--- src/rtl/trd_sched_if.sv ---
// Thread-scheduler bus: everything between the core and trd_sched except clk/rst.
//   master : core side, drives enables, stall, miss/fill and exception events,
//            observes the selected thread and scheduler status.
//   slave  : trd_sched side.
interface trd_sched_if #(
  parameter int NUM_TRD = 8,
  parameter int TRD_W   = $clog2(NUM_TRD)
);
  logic [NUM_TRD-1:0] trd_en;
  logic               stall;
  logic               i_miss;
  logic [TRD_W-1:0]   i_miss_trd;
  logic               i_fill;
  logic [TRD_W-1:0]   i_fill_trd;
  logic               d_miss;
  logic [TRD_W-1:0]   d_miss_trd;
  logic               d_fill;
  logic [TRD_W-1:0]   d_fill_trd;
  logic               exp_enter;
  logic [TRD_W-1:0]   exp_trd;
  logic               exp_return;
  logic [TRD_W-1:0]   cur_trd;
  logic               trd_vld;
  logic [NUM_TRD-1:0] rdy_mask;
  logic               exp_mode;
  logic [TRD_W-1:0]   exp_owner;

  modport master (
    output trd_en, stall, i_miss, i_miss_trd, i_fill, i_fill_trd,
           d_miss, d_miss_trd, d_fill, d_fill_trd, exp_enter, exp_trd, exp_return,
    input  cur_trd, trd_vld, rdy_mask, exp_mode, exp_owner
  );

  modport slave (
    input  trd_en, stall, i_miss, i_miss_trd, i_fill, i_fill_trd,
           d_miss, d_miss_trd, d_fill, d_fill_trd, exp_enter, exp_trd, exp_return,
    output cur_trd, trd_vld, rdy_mask, exp_mode, exp_owner
  );
endinterface

--- src/rtl/trd_sched.sv ---
// Barrel-thread scheduler for the 8-thread core.
//   trd_fsm   : per-thread IDLE/READY/WAIT_I/WAIT_D tracker, one instance per thread.
//   trd_sched : round-robin pick among READY threads (restricted to the exception
//               owner while exception mode is active), registered into cur_trd.
// Ports (trd_sched):
//   clk  : clock, all state on posedge
//   rst  : synchronous active-high reset
//   bus  : trd_sched_if.slave (enables, stall, miss/fill, exception events in;
//          cur_trd, trd_vld, rdy_mask, exp_mode, exp_owner out)

// Per-thread state tracker. Inputs are already decoded for this thread.
//   en     : thread enable (0 forces IDLE and drops any pending wait)
//   d_miss/i_miss/d_fill/i_fill : events addressed to this thread
//   rdy    : thread is READY (decoded straight from the state flop)
module trd_fsm (
  input  logic clk,
  input  logic rst,
  input  logic en,
  input  logic d_miss,
  input  logic i_miss,
  input  logic d_fill,
  input  logic i_fill,
  output logic rdy
);
  typedef enum logic [1:0] {IDLE, READY, WAIT_I, WAIT_D} state_t;

  state_t state, state_nxt;

  always_ff @(posedge clk) begin
    if (rst) state <= IDLE;
    else     state <= state_nxt;
  end

  // Misses beat fills, so a same-cycle miss+fill leaves the thread waiting.
  always_comb begin
    state_nxt = state;
    if (!en)         state_nxt = IDLE;
    else if (d_miss) state_nxt = WAIT_D;
    else if (i_miss) state_nxt = WAIT_I;
    else begin
      case (state)
        IDLE:    state_nxt = READY;
        WAIT_I:  if (i_fill) state_nxt = READY;
        WAIT_D:  if (d_fill) state_nxt = READY;
        default: state_nxt = state;
      endcase
    end
  end

  assign rdy = (state == READY);
endmodule

module trd_sched #(
  parameter int NUM_TRD = 8,
  parameter int TRD_W   = $clog2(NUM_TRD)
) (
  input logic       clk,
  input logic       rst,
  trd_sched_if.slave bus
);
  logic [NUM_TRD-1:0] rdy;
  logic [NUM_TRD-1:0] elig;
  logic [NUM_TRD-1:0] owner_oh;
  logic [TRD_W-1:0]   ptr_q;
  logic [TRD_W-1:0]   cur_q;
  logic               vld_q;
  logic               exp_mode_q;
  logic [TRD_W-1:0]   exp_owner_q;
  logic [TRD_W-1:0]   pick;
  logic [TRD_W-1:0]   idx;
  logic               found;

  generate
    for (genvar g = 0; g < NUM_TRD; g++) begin : g_trd
      localparam logic [TRD_W-1:0] ID = TRD_W'(g);
      trd_fsm u_fsm (
        .clk    (clk),
        .rst    (rst),
        .en     (bus.trd_en[g]),
        .d_miss (bus.d_miss && (bus.d_miss_trd == ID)),
        .i_miss (bus.i_miss && (bus.i_miss_trd == ID)),
        .d_fill (bus.d_fill && (bus.d_fill_trd == ID)),
        .i_fill (bus.i_fill && (bus.i_fill_trd == ID)),
        .rdy    (rdy[g])
      );
    end
  endgenerate

  // Scan ptr+1 .. ptr+NUM_TRD; the last step wraps back onto ptr itself so a
  // lone ready thread keeps issuing. The TRD_W-bit add gives the mod wrap.
  always_comb begin
    owner_oh = '0;
    owner_oh[exp_owner_q] = 1'b1;
    elig  = exp_mode_q ? (rdy & owner_oh) : rdy;
    pick  = ptr_q;
    found = 1'b0;
    idx   = '0;
    for (int i = 1; i <= NUM_TRD; i++) begin
      idx = ptr_q + TRD_W'(i);
      if (!found && elig[idx]) begin
        pick  = idx;
        found = 1'b1;
      end
    end
  end

  always_ff @(posedge clk) begin
    if (rst) begin
      ptr_q       <= TRD_W'(NUM_TRD - 1);
      cur_q       <= '0;
      vld_q       <= 1'b0;
      exp_mode_q  <= 1'b0;
      exp_owner_q <= '0;
    end else begin
      // Stall freezes the issue slot; thread state above keeps tracking events.
      if (!bus.stall) begin
        if (found) begin
          cur_q <= pick;
          ptr_q <= pick;
          vld_q <= 1'b1;
        end else begin
          vld_q <= 1'b0;
        end
      end
      // Return has priority while in exception mode; enter only when not in it.
      if (exp_mode_q) begin
        if (bus.exp_return) exp_mode_q <= 1'b0;
      end else if (bus.exp_enter) begin
        exp_mode_q  <= 1'b1;
        exp_owner_q <= bus.exp_trd;
      end
    end
  end

  assign bus.cur_trd   = cur_q;
  assign bus.trd_vld   = vld_q;
  assign bus.rdy_mask  = rdy;
  assign bus.exp_mode  = exp_mode_q;
  assign bus.exp_owner = exp_owner_q;
endmodule

--- src/flat_wrapper.sv ---
// flat-port wrapper written by rule: the top's interface ports become plain ports
module trd_sched_flat 
#(
  parameter int NUM_TRD = 8,
  parameter int TRD_W   = $clog2(NUM_TRD)
)
  (clk, rst, bus_trd_en, bus_stall, bus_i_miss, bus_i_miss_trd, bus_i_fill, bus_i_fill_trd, bus_d_miss, bus_d_miss_trd, bus_d_fill, bus_d_fill_trd, bus_exp_enter, bus_exp_trd, bus_exp_return, bus_cur_trd, bus_trd_vld, bus_rdy_mask, bus_exp_mode, bus_exp_owner);
  trd_sched_if #(.NUM_TRD(NUM_TRD), .TRD_W(TRD_W)) bus_i ();
  input logic clk;
  input logic rst;
  input wire logic [$bits(bus_i.trd_en)-1:0] bus_trd_en;
  input wire logic [$bits(bus_i.stall)-1:0] bus_stall;
  input wire logic [$bits(bus_i.i_miss)-1:0] bus_i_miss;
  input wire logic [$bits(bus_i.i_miss_trd)-1:0] bus_i_miss_trd;
  input wire logic [$bits(bus_i.i_fill)-1:0] bus_i_fill;
  input wire logic [$bits(bus_i.i_fill_trd)-1:0] bus_i_fill_trd;
  input wire logic [$bits(bus_i.d_miss)-1:0] bus_d_miss;
  input wire logic [$bits(bus_i.d_miss_trd)-1:0] bus_d_miss_trd;
  input wire logic [$bits(bus_i.d_fill)-1:0] bus_d_fill;
  input wire logic [$bits(bus_i.d_fill_trd)-1:0] bus_d_fill_trd;
  input wire logic [$bits(bus_i.exp_enter)-1:0] bus_exp_enter;
  input wire logic [$bits(bus_i.exp_trd)-1:0] bus_exp_trd;
  input wire logic [$bits(bus_i.exp_return)-1:0] bus_exp_return;
  output wire logic [$bits(bus_i.cur_trd)-1:0] bus_cur_trd;
  output wire logic [$bits(bus_i.trd_vld)-1:0] bus_trd_vld;
  output wire logic [$bits(bus_i.rdy_mask)-1:0] bus_rdy_mask;
  output wire logic [$bits(bus_i.exp_mode)-1:0] bus_exp_mode;
  output wire logic [$bits(bus_i.exp_owner)-1:0] bus_exp_owner;
  assign bus_i.trd_en = bus_trd_en;
  assign bus_i.stall = bus_stall;
  assign bus_i.i_miss = bus_i_miss;
  assign bus_i.i_miss_trd = bus_i_miss_trd;
  assign bus_i.i_fill = bus_i_fill;
  assign bus_i.i_fill_trd = bus_i_fill_trd;
  assign bus_i.d_miss = bus_d_miss;
  assign bus_i.d_miss_trd = bus_d_miss_trd;
  assign bus_i.d_fill = bus_d_fill;
  assign bus_i.d_fill_trd = bus_d_fill_trd;
  assign bus_i.exp_enter = bus_exp_enter;
  assign bus_i.exp_trd = bus_exp_trd;
  assign bus_i.exp_return = bus_exp_return;
  assign bus_cur_trd = bus_i.cur_trd;
  assign bus_trd_vld = bus_i.trd_vld;
  assign bus_rdy_mask = bus_i.rdy_mask;
  assign bus_exp_mode = bus_i.exp_mode;
  assign bus_exp_owner = bus_i.exp_owner;
  trd_sched #(.NUM_TRD(NUM_TRD), .TRD_W(TRD_W)) u_core (.clk(clk), .rst(rst), .bus(bus_i));
endmodule
--- config.mk ---
export PLATFORM = sky130hd
export DESIGN_NAME = trd_sched_flat
export DESIGN_NICKNAME = d
export VERILOG_FILES = /design/src/rtl/trd_sched_if.sv /design/src/rtl/trd_sched.sv /design/src/flat_wrapper.sv
export SDC_FILE = /design/constraint.sdc
export NUM_CORES = 1
export LEC_CHECK = 0
export CAP_MARGIN = 20
export CELL_PAD_IN_SITES_DETAIL_PLACEMENT = 1
export CELL_PAD_IN_SITES_GLOBAL_PLACEMENT = 2
export CORE_MARGIN = 3
export CORE_UTILIZATION = 29
export DETAILED_ROUTE_END_ITERATION = 16
export PLACE_DENSITY = 0.8
export SYNTH_ARGS = -nofsm -noshare
export SYNTH_HDL_FRONTEND = slang
export SYNTH_SLANG_ARGS = --single-unit
--- constraint.sdc ---
create_clock -name clk -period 3.1 [get_ports clk]
set_input_delay 0.465 -clock clk [delete_from_list [all_inputs] [get_ports clk]]
set_output_delay 0.465 -clock clk [all_outputs]
set_load 0.01 [all_outputs]
==> flow_summary.yaml <==
sta:
  finalHoldViolCount: 0
  hold_ws_ns: 0.4685
  period_needed_ns: 2.931
  tightest_slew_ns: 0.5276
  slew_viol_final: 0
  min_period_over_period: 0.9454
  setup_tns_ns: 0
  setup-violations-final: 0
  max_freq_mhz: 341.2
  fin_skew_ns: 0.002240
  rsz0062_at_grt: "no"
  relSlewSlack: 0.6392
worst_setup_path:
  rr_worst_depth: 8
  start_kind: "flop"
  startpoint: "u_core.g_trd[7].u_fsm.state[0]$_SDFFE_PP0P_"
  required_ns: 3.27
  cp-end-kind: "flop"
  crit_type: "flop to flop"
  crit_arrival_ns: 3.10
  r2r-end: "u_core.ptr_q[0]$_SDFFE_PP1P_"
  reg2reg_from: "u_core.g_trd[7].u_fsm.state[0]$_SDFFE_PP0P_"
  crit_end: "u_core.ptr_q[0]$_SDFFE_PP1P_"
  cp_max_fo: 5
  reg2reg_slack_ns: 0.17
clock_network:
  cts_tree: "built"
  htreeDepth: 1
  clock_latency_ns: 0.28
  numCtsBuffers: 3
  postCtsSetupRepairBufs: 0
  clockBufferDepth: 2
  path_clk_slew_ns: 0.10
  holdBufCountCts: 0
  cts_sinks: 27
  cts_root_buffer: "clkbuf_8"
global_routing:
  grt_max_degree: 18
  overflow: 0
  grt_pass1_wl_mm: 14.40
  grt_pass1_vias: 2901
  antenna_found_initial: 0
  grt_usage: 0.1583
detailed_routing:
  first_pass_iters: 4
  vias_per_cell: 5.250
  vias: 2788
  dr_wl_met3_um: 242
  wl_met1_mm: 4.222
  dr.first_iter.drc_count: 77
  met2_length_mm: 4.213
  top_layer: "met4"
  route.detailed.drc: 0
  ant_nets: 0
  wl_mm: 8.827
  wl_per_cell_um: 16.62
final_layout:
  layout-drive-gt1-share: 0.1045
  fillCellCount: 1134
  postLayoutCellArea_mm2: 0.003548
  diodes: 0
  instances_no_fill: 531
  post-route-util: 0.3769
  finalNetCount: 461
  area_delta_synth_final_pct: 24.11
synth:
  synth-main-ff-cell: "dfxtp_1"
  post-synth-top-area-cell: "dfxtp_1"
  avgSynthCellArea_um2: 8.008
  yosysWarnings: 0
  synth_fp_nets: 415
  yosys.area.top_type_share: 0.1891
  synth_most_common_cell: "a21oi_1"
  async_flop_share: 0
  ys_seq_area_frac: 0.1891
  ys_ff_latch: 27
  synth_common_cells: "39 x a21oi_1, 38 x nand2_1, 27 x dfxtp_1"
  synth_edf_count: 0
  syn-cell-area_mm2: 0.002859
  ys_types: 58
  netlist_instances: 357
  ys_top_cells_by_area: "dfxtp_1 19%, ha_1 11%, a21oi_1 6.8%"
power_and_ir_drop:
  p_seq_frac: 0.172
  sw_frac_of_total: 0.4686
  vdd_ir_drop_max_mv: 0.3173
  power_frac_clock: 0.079
  switching_power_uw: 1250
  combinationalPowerShare: 0.749
  pwr_density_cell_mw_per_mm2: 751.6
  power.internal_uw: 1417
  leakage_uw: 0.001343
floorplanning:
  ioPinCount: 48
  initial_utilization: 0.3037
  rows: 35
  die_area_mm2: 0.01109
  dieWidth_um: 105.3
  core_mm2: 0.009415
  dieHeight_um: 105.3
place:
  globalplace.congestion: 0.8668
  port-buffer-count: 47
  placed_area_mm2: 0.003467
  hpwl_mm: 7.158
  placedCellCount: 527
run:
  cap_violations: 0
outcome:
  status: "complete, no violations"
min_path:
  hold_depth: 2
  holdCritPathClass: "flop to flop"
==> through the flow <==
step	setup WS [ns]	power [µW]
2_1_floorplan	0.003015	1823
3_3_place_gp	0.1017	2366
3_5_place_dp	0.05883	2399
4_1_cts	0.03438	2626
5_1_grt	0.03544	2898
6_report	0.1691	2667
==> how the worst min path moves through the flow <==
stage,startpoint,to
finish,u_core.bus.trd_vld$_SDFFE_PP0N_,u_core.bus.trd_vld$_SDFFE_PP0N_
global route,u_core.bus.trd_vld$_SDFFE_PP0N_,u_core.bus.trd_vld$_SDFFE_PP0N_
CTS,u_core.bus.trd_vld$_SDFFE_PP0N_,u_core.bus.trd_vld$_SDFFE_PP0N_
detailed placement,u_core.bus.trd_vld$_SDFFE_PP0N_,u_core.bus.trd_vld$_SDFFE_PP0N_
global placement,u_core.bus.trd_vld$_SDFFE_PP0N_,u_core.bus.trd_vld$_SDFFE_PP0N_
floorplan,u_core.bus.cur_trd[2]$_SDFFE_PP0P_,u_core.bus.cur_trd[2]$_SDFFE_PP0P_
==> flip-flops by register name, indices dropped and copies added, names as in the netlist <==
signal and cells:
u_core.bus.trd_vld 1, u_core.bus.exp_mode 1, u_core.bus.exp_owner 3, u_core.g_trd.u_fsm.state 16, u_core.ptr_q 3, u_core.bus.cur_trd 3
==> kinds of logic after synthesis <==
group                    synth area share
AND/OR/NAND/NOR                    0.2455
AO/OA/AOI/OAI                      0.2258
flip-flops                         0.1891
buffers and inverters             0.07396
multiplexers                       0.1365
adder cells (fa/ha/maj)            0.1138
XOR/XNOR                          0.01532
==> metal layers <==
metal | track usage | vias to the layer above
li1 | - | 1388
met1 | 0.2143 | 1338
met2 | 0.2700 | 49
met3 | 0.01653 | 13
met4 | 0.03749 | 0
met5 | 0 | -
==> timing repair <==
item | CTS | global route
setup endpoints to repair | 0 | 6
endpoints found under the hold margin | 0 | 0
resized for setup | 0 | 9
==> power groups by stage <==
stage	clock network, µW	logic, µW	registers [µW]
after floorplan	0	1370	454
after CTS	226	1940	456
final	212	2000	459
after detailed placement	0	1940	464
after global placement	0	1910	460
after global routing	234	2200	469
==> critical path, stage by stage (launching register included) <==
cell	delay, ns
dfxtp_1	0.40
ha_1	0.31
a21boi_1	0.43
mux2i_1	0.20
mux4_2	0.56
and4_4	0.22
a31o_1	0.23
o21ai_1	0.14
or3b_1	0.34
==> layout by cell type, fill, tap and decap left out, drive strengths merged, types with 2 or more instances in the layout <==
| cell type | instances |
|---|---|
| nor4 | 3 |
| nand3 | 18 |
| mux2 | 5 |
| clkinv | 3 |
| nor4b | 2 |
| nand2 | 38 |
| nand3b | 3 |
| or3b | 4 |
| nor2 | 17 |
| dfxtp | 27 |
| a2111o | 2 |
| xnor2 | 3 |
| nand4 | 5 |
| a21oi | 39 |
| clkbuf | 3 |
| a41oi | 2 |
| nand2b | 10 |
| a211oi | 2 |
| and2 | 3 |
| o21ai | 9 |
| o211ai | 4 |
| buf | 14 |
| mux2i | 12 |
| inv | 20 |
| a22o | 3 |
| a2111oi | 4 |
| nor3 | 3 |
| a21o | 4 |
| a31oi | 12 |
| nor2b | 20 |
| clkdlybuf4s50 | 47 |
| ha | 26 |
| xor2 | 2 |
| a21boi | 7 |
| o31ai | 2 |
| mux4 | 9 |
==> cell type report <==
type | instances | area (µm²) | area share
clock buffers | 3 | 41.29 | 0.01164
clock inverters | 1 | 5.005 | 0.001410
inverters | 22 | 82.58 | 0.02327
multi-input cells | 288 | 2140 | 0.6030
flip-flops and latches | 27 | 543.0 | 0.1530
well taps | 129 | 161.4 | 0.04549
repair buffers | 61 | 575.6 | 0.1622
(Power assumes the default switching activity.)
